===== src/rtl/signed_operand_mux_rr.sv =====
// Round-robin NUM_CH-channel operand selector with a one-deep registered (WIDTH+1)-bit output.
// Define SIGN_EXT_EN for per-channel sign extension; without it the MSB is always zero.
module signed_operand_mux_rr #(
  parameter  int WIDTH  = 8,
  parameter  int NUM_CH = 4,
  localparam int CH_W   = (NUM_CH > 1) ? $clog2(NUM_CH) : 1
) (
  input  logic                    Clk,
  input  logic                    Reset,
  input  logic [NUM_CH*WIDTH-1:0] In_Data,
  input  logic [NUM_CH-1:0]       In_Signed,
  input  logic [NUM_CH-1:0]       In_Valid,
  output logic [NUM_CH-1:0]       In_Ready,
  output logic [WIDTH:0]          Out_Data,
  output logic [CH_W-1:0]         Out_Ch,
  output logic                    Out_Valid,
  input  logic                    Out_Ready
);

  typedef enum logic {
    EMPTY = 1'b0,
    FULL  = 1'b1
  } state_t;

  state_t          state;
  state_t          state_nxt;
  logic [CH_W-1:0] rr_ptr;
  logic [CH_W-1:0] grant;
  logic            any_valid;
  logic            load;
  logic            ext;

  logic [WIDTH-1:0] operand [NUM_CH];

  for (genvar i = 0; i < NUM_CH; i++) begin : g_split
    assign operand[i] = In_Data[i*WIDTH +: WIDTH];
  end

  // Search starts at rr_ptr and wraps; the first requester found wins.
  always_comb begin
    int              pos;
    logic [CH_W-1:0] idx;
    logic            found;
    // NOTE: every variable gets a default before any conditional write, so no latch is inferred.
    grant = '0;
    found = 1'b0;
    pos   = 0;
    idx   = '0;
    for (int k = 0; k < NUM_CH; k++) begin
      pos = int'(rr_ptr) + k;
      if (pos >= NUM_CH) pos = pos - NUM_CH;
      idx = CH_W'(pos);
      if (!found && In_Valid[idx]) begin
        found = 1'b1;
        grant = idx;
      end
    end
  end

  assign any_valid = |In_Valid;

  // Reset gates load so no source sees a handshake while the stage is held in reset.
  assign load = Reset & any_valid & ((state == EMPTY) | Out_Ready);

  always_comb begin
    In_Ready = '0;
    if (load) In_Ready[grant] = 1'b1;
  end

`ifdef SIGN_EXT_EN
  assign ext = In_Signed[grant] & operand[grant][WIDTH-1];
`else
  logic signed_unused;
  assign signed_unused = ^In_Signed;
  assign ext           = 1'b0;
`endif

  always_comb begin
    state_nxt = state;
    unique case (state)
      EMPTY: if (load) state_nxt = FULL;
      FULL:  if (!load && Out_Ready) state_nxt = EMPTY;
      default: state_nxt = EMPTY;
    endcase
  end

  // NOTE: sequential state uses non-blocking assignments so every register samples pre-edge values.
  always_ff @(posedge Clk or negedge Reset) begin
    if (!Reset) state <= EMPTY;
    else        state <= state_nxt;
  end

  // The held operand is discarded on reset; sources re-offer it afterwards.
  always_ff @(posedge Clk or negedge Reset) begin
    if (!Reset) begin
      Out_Data <= '0;
      Out_Ch   <= '0;
      rr_ptr   <= '0;
    end else if (load) begin
      Out_Data <= {ext, operand[grant]};
      Out_Ch   <= grant;
      rr_ptr   <= (grant == CH_W'(NUM_CH - 1)) ? '0 : grant + CH_W'(1);
    end
  end

  assign Out_Valid = (state == FULL);

endmodule


===== config.mk =====
export PLATFORM = sky130hd
export DESIGN_NAME = signed_operand_mux_rr
export DESIGN_NICKNAME = d
export VERILOG_FILES = /design/src/rtl/signed_operand_mux_rr.sv
export SDC_FILE = /design/constraint.sdc
export NUM_CORES = 1
export LEC_CHECK = 0
export ABC_AREA = 0
export ABC_CLOCK_PERIOD_IN_PS = 4000
export CORE_MARGIN = 10
export CORE_UTILIZATION = 35
export CTS_CLUSTER_SIZE = 24
export DETAILED_ROUTE_END_ITERATION = 12
export PLACE_DENSITY = 0.84
export SYNTH_ARGS = -nofsm -noshare
export SYNTH_HDL_FRONTEND = slang
export SYNTH_SLANG_ARGS = --single-unit

===== constraint.sdc =====
create_clock -name Clk -period 4 [get_ports Clk]
set_clock_uncertainty 0.2 [all_clocks]
set_input_delay 0.8 -clock Clk [delete_from_list [all_inputs] [get_ports Clk]]
set_output_delay 0.8 -clock Clk [all_outputs]
set_load 0.03 [all_outputs]

==> results.cfg, run 1 <==
[clock_tree]
root_buffer = clkbuf_4
clk_pin_slew_ns = 0.08
numClockSinks = 13
h-tree-depth = 1
clockBufferDepth = 2
cts_tree = built
hold_buffers = 0
worstSkewPairLatency_ns = 0.27
cts_made_buffers = 3
ctsResizeCount = 0
post_cts_buffers = 0

[yosys]
synth_nets = 132
netlist.area_leader.share_pct = 37.0
synth-adder-area-share_pct = 0
synth_edf_count = 0
ys_types = 27
synth.avg_cell_area_um2 = 9.87
syn_inst = 89
synthXorXnorAreaFrac_pct = 0.997
synth_area_um2 = 878
yosys_most_used_dff = dfrtp_1
synthSimpleGateAreaFrac_pct = 12.4
ys_seq_area_share_pct = 37.0
synth_common_cells = mux2i_1, dfrtp_1, nand2_1, o31a_1, o21ai_2
ys_top_cells_by_area = dfrtp_1, mux2i_1, o31a_1
synth_warnings = 0
synth_compound_area_share_pct = 22.8
yosys.cell_count.top_type = mux2i_1
synthMuxAreaShare_pct = 19.9
ys_ff_latch = 13
synthArstFlopShare_pct = 100
post-synth-top-area-cell = dfrtp_1
synth_top_family_by_area = compound AO/OA/AOI/OAI gates

[worst_setup_path]
path_class = input port to output port
start_kind = input port
cp.arrival_ns = 2.55
cp-end-kind = output port
required_ns = 3.00
critPathMaxFanout = 12

[sta]
fin_setup_tns_ns = 0
timing.final.crit_share_pct = 88.8
rsz0062_at_grt = no
setup_viol = 0
hold_slack_ns = 0.283
clock.fmax_mhz = 282
hold_viol_final = 0
maxSlewViolCount = 0
finalCriticalPeriod_ns = 3.55

[routing]
dr.pass1.iters = 4
drc_errors = 0
vias_per_cell = 4.98
wl_mm = 2.68
wl_per_cell_um = 15.4
first_iter_violations = 30
via_count = 867
ant_nets = 0

[worst_hold_path]
holdCritPathClass = register to register

[layout]
area_growth_pct = 65.2
layout-drive-gt1-share_pct = 14.6
postLayoutCoreUtil_pct = 59.7
num-nets-final = 188
antenna_cells = 0

[global_routing]
grt_pass1_vias = 870
grt_pass1_wl_mm = 4.30
grt_overflow = 0
grt_max_degree = 25
grt_usage_pct = 10.5
antenna_found_initial = 0

[floorplan]
initial_utilization_pct = 36.1
die_w_um = 70.1
die-area_um2 = 4910
core_um2 = 2430
ios = 59
die_y_um = 70.1
rows = 18

[power_and_ir_drop]
leakagePower_uw = 0.000649
power_uw = 696
power.density_nw_per_um2 = 479
peakVddDrop_uv = 253

[placement]
place_congestion = 0.755
dpl.hpwl_mm = 2.24
portBuffers = 53

[job]
max-cap-violations = 0

[run_status]
status = finished, final reports clean
==> worst max-delay path, stage by stage <==
cell	delay (ns)
clkdlybuf4s50_1	0.47
a21o_1	0.20
a21oi_1	0.14
o22a_2	0.31
nand2b_1	0.25
nor2b_1	0.19
buf_4	0.18
==> flip-flops by register name (all words and copies together) (netlist names) <==
name       count
Out_Ch         2
Out_Valid      1
Out_Data       8
rr_ptr         2
==> path summary, 6_finish.rpt <==
path / startpoint / endpoint / slack [ns] / cells past startpoint
setup / recovery: In_Valid[0] / In_Ready[2] / 0.45 / 7
hold reg to reg: Out_Ch[1]$_DFFE_PN0P_ / Out_Ch[1]$_DFFE_PN0P_ / 0.28 / 2
max in group asynchronous: Reset / Out_Data[4]$_DFFE_PN0P_ / 2.80 / 2
min in group asynchronous: Reset / rr_ptr[0]$_DFFE_PN0P_ / 0.63 / 2
setup reg to reg: rr_ptr[1]$_DFFE_PN0P_ / Out_Data[7]$_DFFE_PN0P_ / 1.96 / 6
hold / removal: Out_Ch[1]$_DFFE_PN0P_ / Out_Ch[1]$_DFFE_PN0P_ / 0.28 / 2
==> per-stage QoR <==
step | cell area (µm²) | worst slack [ns] | cells
detailed placement | 1430 | 0.434 | 170
CTS | 1450 | 0.432 | 174
global placement | 1430 | 0.495 | 170
floorplan | 878 | 0.617 | 89
finish | 1450 | 0.448 | 174
global route | 1450 | 0.261 | 174
==> where the power goes <==
| group | total [µW] | switching (µW) | internal (µW) |
|---|---|---|---|
| combinational | 409 | 212 | 198 |
| sequential | 205 | 30.7 | 174 |
| clock | 81.4 | 42.8 | 38.6 |
| total | 696 | 285 | 411 |
==> logic make-up after synthesis <==
| kind of cell | Yosys count |
|---|---|
| xor+xnor | 1 |
| buf+inv | 9 |
| mux | 17 |
| compound gates | 25 |
| simple gates | 23 |
| flops | 13 |
| other cells | 1 |
==> area by class of cell <==
| type | instances | area [µm²] |
|---|---|---|
| Clock buffer | 4 | 26.3 |
| Fill cell | 224 | 981 |
| Inverter | 2 | 7.51 |
| Multi-Input combinational cell | 67 | 497 |
| Sequential cell | 13 | 325 |
| Tap cell | 30 | 37.5 |
| Timing Repair Buffer | 58 | 558 |
==> routing by layer <==
layer,up-vias,global-route usage [%],share of wire [%]
li1,429,-,-
met1,397,12.0,43
met2,39,17.7,49
met3,2,2.68,5.8
met4,0,4.61,1.3
met5,-,0,0
==> layout by cell type, fill, tap and decap left out <==
| cell type | netlist | layout |
|---|---|---|
| nand2b_1 | 2 | 2 |
| clkbuf_1 | 1 | 1 |
| o21ai_2 | 6 | 6 |
| o22a_2 | 1 | 1 |
| o21ai_1 | 3 | 3 |
| conb_1 | 1 | 1 |
| dfrtp_1 | 13 | 13 |
| mux2_4 | 1 | 1 |
| buf_4 | 2 | 9 |
| nor2b_1 | 1 | 1 |
| nor3_1 | 1 | 1 |
| nor2_1 | 2 | 2 |
| a21oi_1 | 3 | 3 |
| or4_1 | 1 | 1 |
| clkdlybuf4s50_1 | 0 | 49 |
| inv_1 | 2 | 2 |
| mux2i_1 | 16 | 16 |
| o221ai_2 | 1 | 1 |
| a21boi_0 | 1 | 1 |
| o31a_1 | 8 | 8 |
| nand2_1 | 13 | 13 |
| clkbuf_4 | 0 | 3 |
| a21o_1 | 2 | 2 |
| nand3_1 | 1 | 1 |
| nor3b_1 | 1 | 1 |
| xor2_1 | 1 | 1 |
| or3b_1 | 1 | 1 |
No activity file was read; power rests on OpenSTA's default activity.
==> inputs of run 2 (changes only) <==
- CORE_UTILIZATION: 35 -> 38
- PLACE_DENSITY: 0.84 -> 0.9
==> results.cfg, run 2 (synthesis results as in run 1) <==
[sta]
hold_viol_final = 0
maxSlewViolCount = 0
clock.fmax_mhz = 284
setup_viol = 0
timing.final.crit_share_pct = 88.1
hold_slack_ns = 0.282
fin_setup_tns_ns = 0
rsz0062_at_grt = no
finalCriticalPeriod_ns = 3.52

[clock_tree]
root_buffer = clkbuf_4
cts_tree = built
hold_buffers = 0
cts_made_buffers = 3
numClockSinks = 13
ctsResizeCount = 0
h-tree-depth = 1
worstSkewPairLatency_ns = 0.28
clk_pin_slew_ns = 0.08
post_cts_buffers = 0
clockBufferDepth = 2

[global_routing]
grt_usage_pct = 12.6
grt_overflow = 0
grt_pass1_vias = 1027
grt_pass1_wl_mm = 4.53
grt_max_degree = 25
antenna_found_initial = 0

[routing]
vias_per_cell = 5.10
dr.pass1.iters = 4
first_iter_violations = 14
via_count = 877
wl_per_cell_um = 15.6
wl_mm = 2.68
drc_errors = 0
ant_nets = 0

[layout]
top_register = Out_Data
area_growth_pct = 65.0
top_regs = Out_Data: 8 flops, Out_Ch: 2 flops, rr_ptr: 2 flops
final_common_cell = clkdlybuf4s50_1
final_cell_mix = clkdlybuf4s50_1, mux2i_1, dfrtp_1, nand2_1, buf_4
num-nets-final = 188
largest_reg_flops = 8
layout-drive-gt1-share_pct = 14.6
antenna_cells = 0

[worst_setup_path]
cp.arrival_ns = 2.52
required_ns = 3.00
cp-end-kind = output port
start_kind = input port
reg2reg_from = rr_ptr[1]$_DFFE_PN0P_
rr_endpoint = Out_Data[0]$_DFFE_PN0P_
critPathMaxFanout = 9
path_class = input port to output port
rr_worst_depth = 6
ff2ff_setup_slack_ns = 1.89

[placement]
dpl.hpwl_mm = 2.25
portBuffers = 53
place_congestion = 0.728

[worst_hold_path]
holdCritPathClass = register to register
whs_endpoint = Out_Ch[0]$_DFFE_PN0P_
hold_depth = 1
hp-start = Out_Ch[0]$_DFFE_PN0P_

[floorplan]
core_um2 = 2210
ios = 59
die_w_um = 68.1
die_y_um = 68.1
die-area_um2 = 4630
initial_utilization_pct = 39.7
rows = 17

[power_and_ir_drop]
peakVddDrop_uv = 371
power.density_nw_per_um2 = 482
leakagePower_uw = 0.000649

[job]
max-cap-violations = 0

[run_status]
status = finished, final reports clean
==> run 2: area by class of cell <==
class	instances	area [µm²]
clock buffer	4	26.3
fill	189	763
inverter	2	7.51
multi-input combinational	67	497
sequential	13	325
tap	28	35.0
timing repair buffer	58	558
==> run 2: worst max-delay path by stage <==
stage | from | end | slack, ns | depth (start not counted)
after floorplan | In_Valid[1] | In_Ready[0] | 0.62 | 4
after global placement | In_Valid[0] | In_Ready[2] | 0.52 | 7
after detailed placement | In_Valid[1] | In_Ready[1] | 0.46 | 6
after CTS | In_Valid[1] | In_Ready[1] | 0.45 | 6
after global routing | In_Valid[1] | In_Ready[1] | 0.37 | 6
final | In_Valid[1] | In_Ready[1] | 0.48 | 6
==> run 2: power breakdown <==
part | internal [µW] | switching, µW | total (µW)
clock network | 38.7 | 44.9 | 83.6
logic | 198 | 214 | 412
registers | 174 | 28.7 | 203
==> run 2: worst max-delay path, cell delays in order <==
cell and delay (ns):
clkdlybuf4s50_1 0.55, a21boi_0 0.28, o221ai_2 0.23, buf_4 0.24, nor3_1 0.23, buf_4 0.20
==> run 2: routing by layer <==
metal	GRT usage, %	wire length (µm)	vias to the layer above
met5	0	0	-
met4	5.28	34	0
met3	7.50	372	4
met2	21.3	1260	41
met1	12.4	1020	401
li1	-	-	431
==> run 2: metrics by stage <==
| stage | utilization (%) | setup WS, ns | area [µm²] | power (µW) | std cells |
|---|---|---|---|---|---|
| 5_1_grt | 65.5 | 0.369 | 1450 | 756 | 172 |
| 3_3_place_gp | 64.3 | 0.525 | 1420 | 611 | 168 |
| 2_1_floorplan | - | 0.617 | 878 | 468 | 89 |
| 6_report | 65.5 | 0.476 | 1450 | 698 | 172 |
| 4_1_cts | 65.5 | 0.448 | 1450 | 709 | 172 |
| 3_5_place_dp | 64.3 | 0.459 | 1420 | 624 | 168 |
==> inputs of run 3 (changes only) <==
- CORE_MARGIN: 10 -> 2
==> results.cfg, run 3 (synthesis results as in run 1) <==
[layout]
top_register = Out_Data
final_cell_mix = clkdlybuf4s50_1, mux2i_1, dfrtp_1, nand2_1
area_growth_pct = 64.1
stdcell_area_um2 = 1440
fillers = 175
top_regs = Out_Data: 8 flops, Out_Ch: 2 flops, rr_ptr: 2 flops
num-nets-final = 187
antenna_cells = 0
layout-drive-gt1-share_pct = 14.0
final_common_cell = clkdlybuf4s50_1
largest_reg_flops = 8

[routing]
ant_nets = 0
routed-wl-met3_um = 227
dr.max_layer_used = met4
wl_per_cell_um = 13.8
wl_mm = 2.37
dr.pass1.iters = 4
met2_length_mm = 1.16
m1WireLength_um = 950
drc_errors = 0
via_count = 855
first_iter_violations = 9
vias_per_cell = 5.00

[worst_setup_path]
reg2reg_from = rr_ptr[1]$_DFFE_PN0P_
cp_slowest_cell = o221ai_2
path_class = input port to output port
rr_worst_depth = 6
cp.depth = 5
critPathMaxFanout = 12
critPathMaxStageDelay_ns = 0.61
start_kind = input port
required_ns = 3.00
crit_family = buffers and inverters
crit_start = In_Valid[1]
cp-endpoint = In_Ready[0]
cp.arrival_ns = 2.64
crit_path_cell_trace = clkdlybuf4s50_1, mux2_4, o221ai_2, nor3b_1, buf_4
cp-end-kind = output port
cp_num_buf_inv = 2
ff2ff_setup_slack_ns = 1.51
rr_endpoint = Out_Data[4]$_DFFE_PN0P_

[run_status]
status = finished, final reports clean

[clock_tree]
clk_pin_slew_ns = 0.08
ctsResizeCount = 0
cts_made_buffers = 3
cts_tree = built
worstSkewPairLatency_ns = 0.27
h-tree-depth = 1
numClockSinks = 13
clockBufferDepth = 2
hold_buffers = 0
root_buffer = clkbuf_4
post_cts_buffers = 0

[power_and_ir_drop]
power_uw = 689
leakagePower_uw = 0.000644
p_comb_share_pct = 58.8
peakVddDrop_uv = 261
seq_power_share_pct = 29.4
p_int_uw = 408
pwr-share-clk_pct = 11.8
p_sw_uw = 282
power.density_nw_per_um2 = 478
p_sw_share_pct = 40.9

[floorplan]
ios = 59
initial_utilization_pct = 40.1
rows = 17
die_w_um = 52.1
core_um2 = 2190
die_y_um = 52.1
die-area_um2 = 2710

[sta]
fin_ws_ns = 0.364
clock.fmax_mhz = 275
setup_viol = 0
hold_viol_final = 0
finalCriticalPeriod_ns = 3.64
fin_setup_tns_ns = 0
timing.final.crit_share_pct = 90.9
maxSlewViolCount = 0
rsz0062_at_grt = no
tightestPinTransition_ns = 0.784
slew_headroom_pct = 47.7

[placement]
dpl.hpwl_mm = 1.81
place_congestion = 0.783
placed_cell_area_um2 = 1420
portBuffers = 53
pre_cts_ws_ns = 0.386

[global_routing]
grt_pass1_wl_mm = 3.74
grt_max_degree = 25
antenna_found_initial = 0
grt_usage_pct = 19.1
grt_overflow = 0
grt_pass1_vias = 866

[job]
max-cap-violations = 0

[worst_hold_path]
holdCritPathClass = register to register
[run 3: cell count changes in the layout (fill, tap and decap cells not counted)]
cell	previous run	this run
buf_4	9	8
[run 3: cell type report]
class / instances / area [µm²] / area share, %
flip-flops and latches: 13 / 325 / 22.6
well taps: 28 / 35.0 / 2.43
clock buffers: 4 / 26.3 / 1.82
repair buffers: 57 / 551 / 38.2
multi-input cells: 67 / 497 / 34.5
inverters: 2 / 7.51 / 0.521
[run 3: layer usage]
| metal | up-vias | GRT usage, % |
|---|---|---|
| met5 | - | 0 |
| met4 | 0 | 9.65 |
| met3 | 2 | 5.75 |
| met2 | 38 | 33.5 |
| met1 | 389 | 20.4 |
| li1 | 426 | - |
[run 3: stage by stage]
stage | hold slack (ns) | utilization [%] | cells
3_5_place_dp | 0.273 | 64.6 | 167
3_3_place_gp | 0.265 | 64.6 | 167
5_1_grt | 0.321 | 65.8 | 171
2_1_floorplan | 0.304 | - | 89
6_report | 0.288 | 65.8 | 171
4_1_cts | 0.295 | 65.8 | 171
[run 3: worst register-to-register path, cell delays in order (launching register included)]
cell      delay (ns)
dfrtp_1         0.45
mux2_4          0.33
o221ai_2        0.61
buf_4           0.35
mux2i_1         0.24
o31a_1          0.15
o21ai_2         0.05
[run 3: how the worst min path moves through the flow]
stage | from | to | slack [ns] | cells after the start
floorplan | Reset | Out_Ch[0]$_DFFE_PN0P_ | 0.30 | 0
global placement | Out_Ch[0]$_DFFE_PN0P_ | Out_Ch[0]$_DFFE_PN0P_ | 0.27 | 1
detailed placement | Out_Ch[1]$_DFFE_PN0P_ | Out_Ch[1]$_DFFE_PN0P_ | 0.27 | 2
CTS | Out_Ch[0]$_DFFE_PN0P_ | Out_Ch[0]$_DFFE_PN0P_ | 0.29 | 1
global route | Out_Ch[0]$_DFFE_PN0P_ | Out_Ch[0]$_DFFE_PN0P_ | 0.32 | 1
finish | Out_Ch[1]$_DFFE_PN0P_ | Out_Ch[1]$_DFFE_PN0P_ | 0.29 | 2
[run 3: power by group through the flow]
stage | Combinational (µW) | Clock [µW] | Sequential (µW)
after CTS | 408 | 84.2 | 203
final | 406 | 81.2 | 203
after floorplan | 192 | 0 | 276
after detailed placement | 408 | 0 | 205
after global placement | 397 | 0 | 204
after global routing | 434 | 90.3 | 210
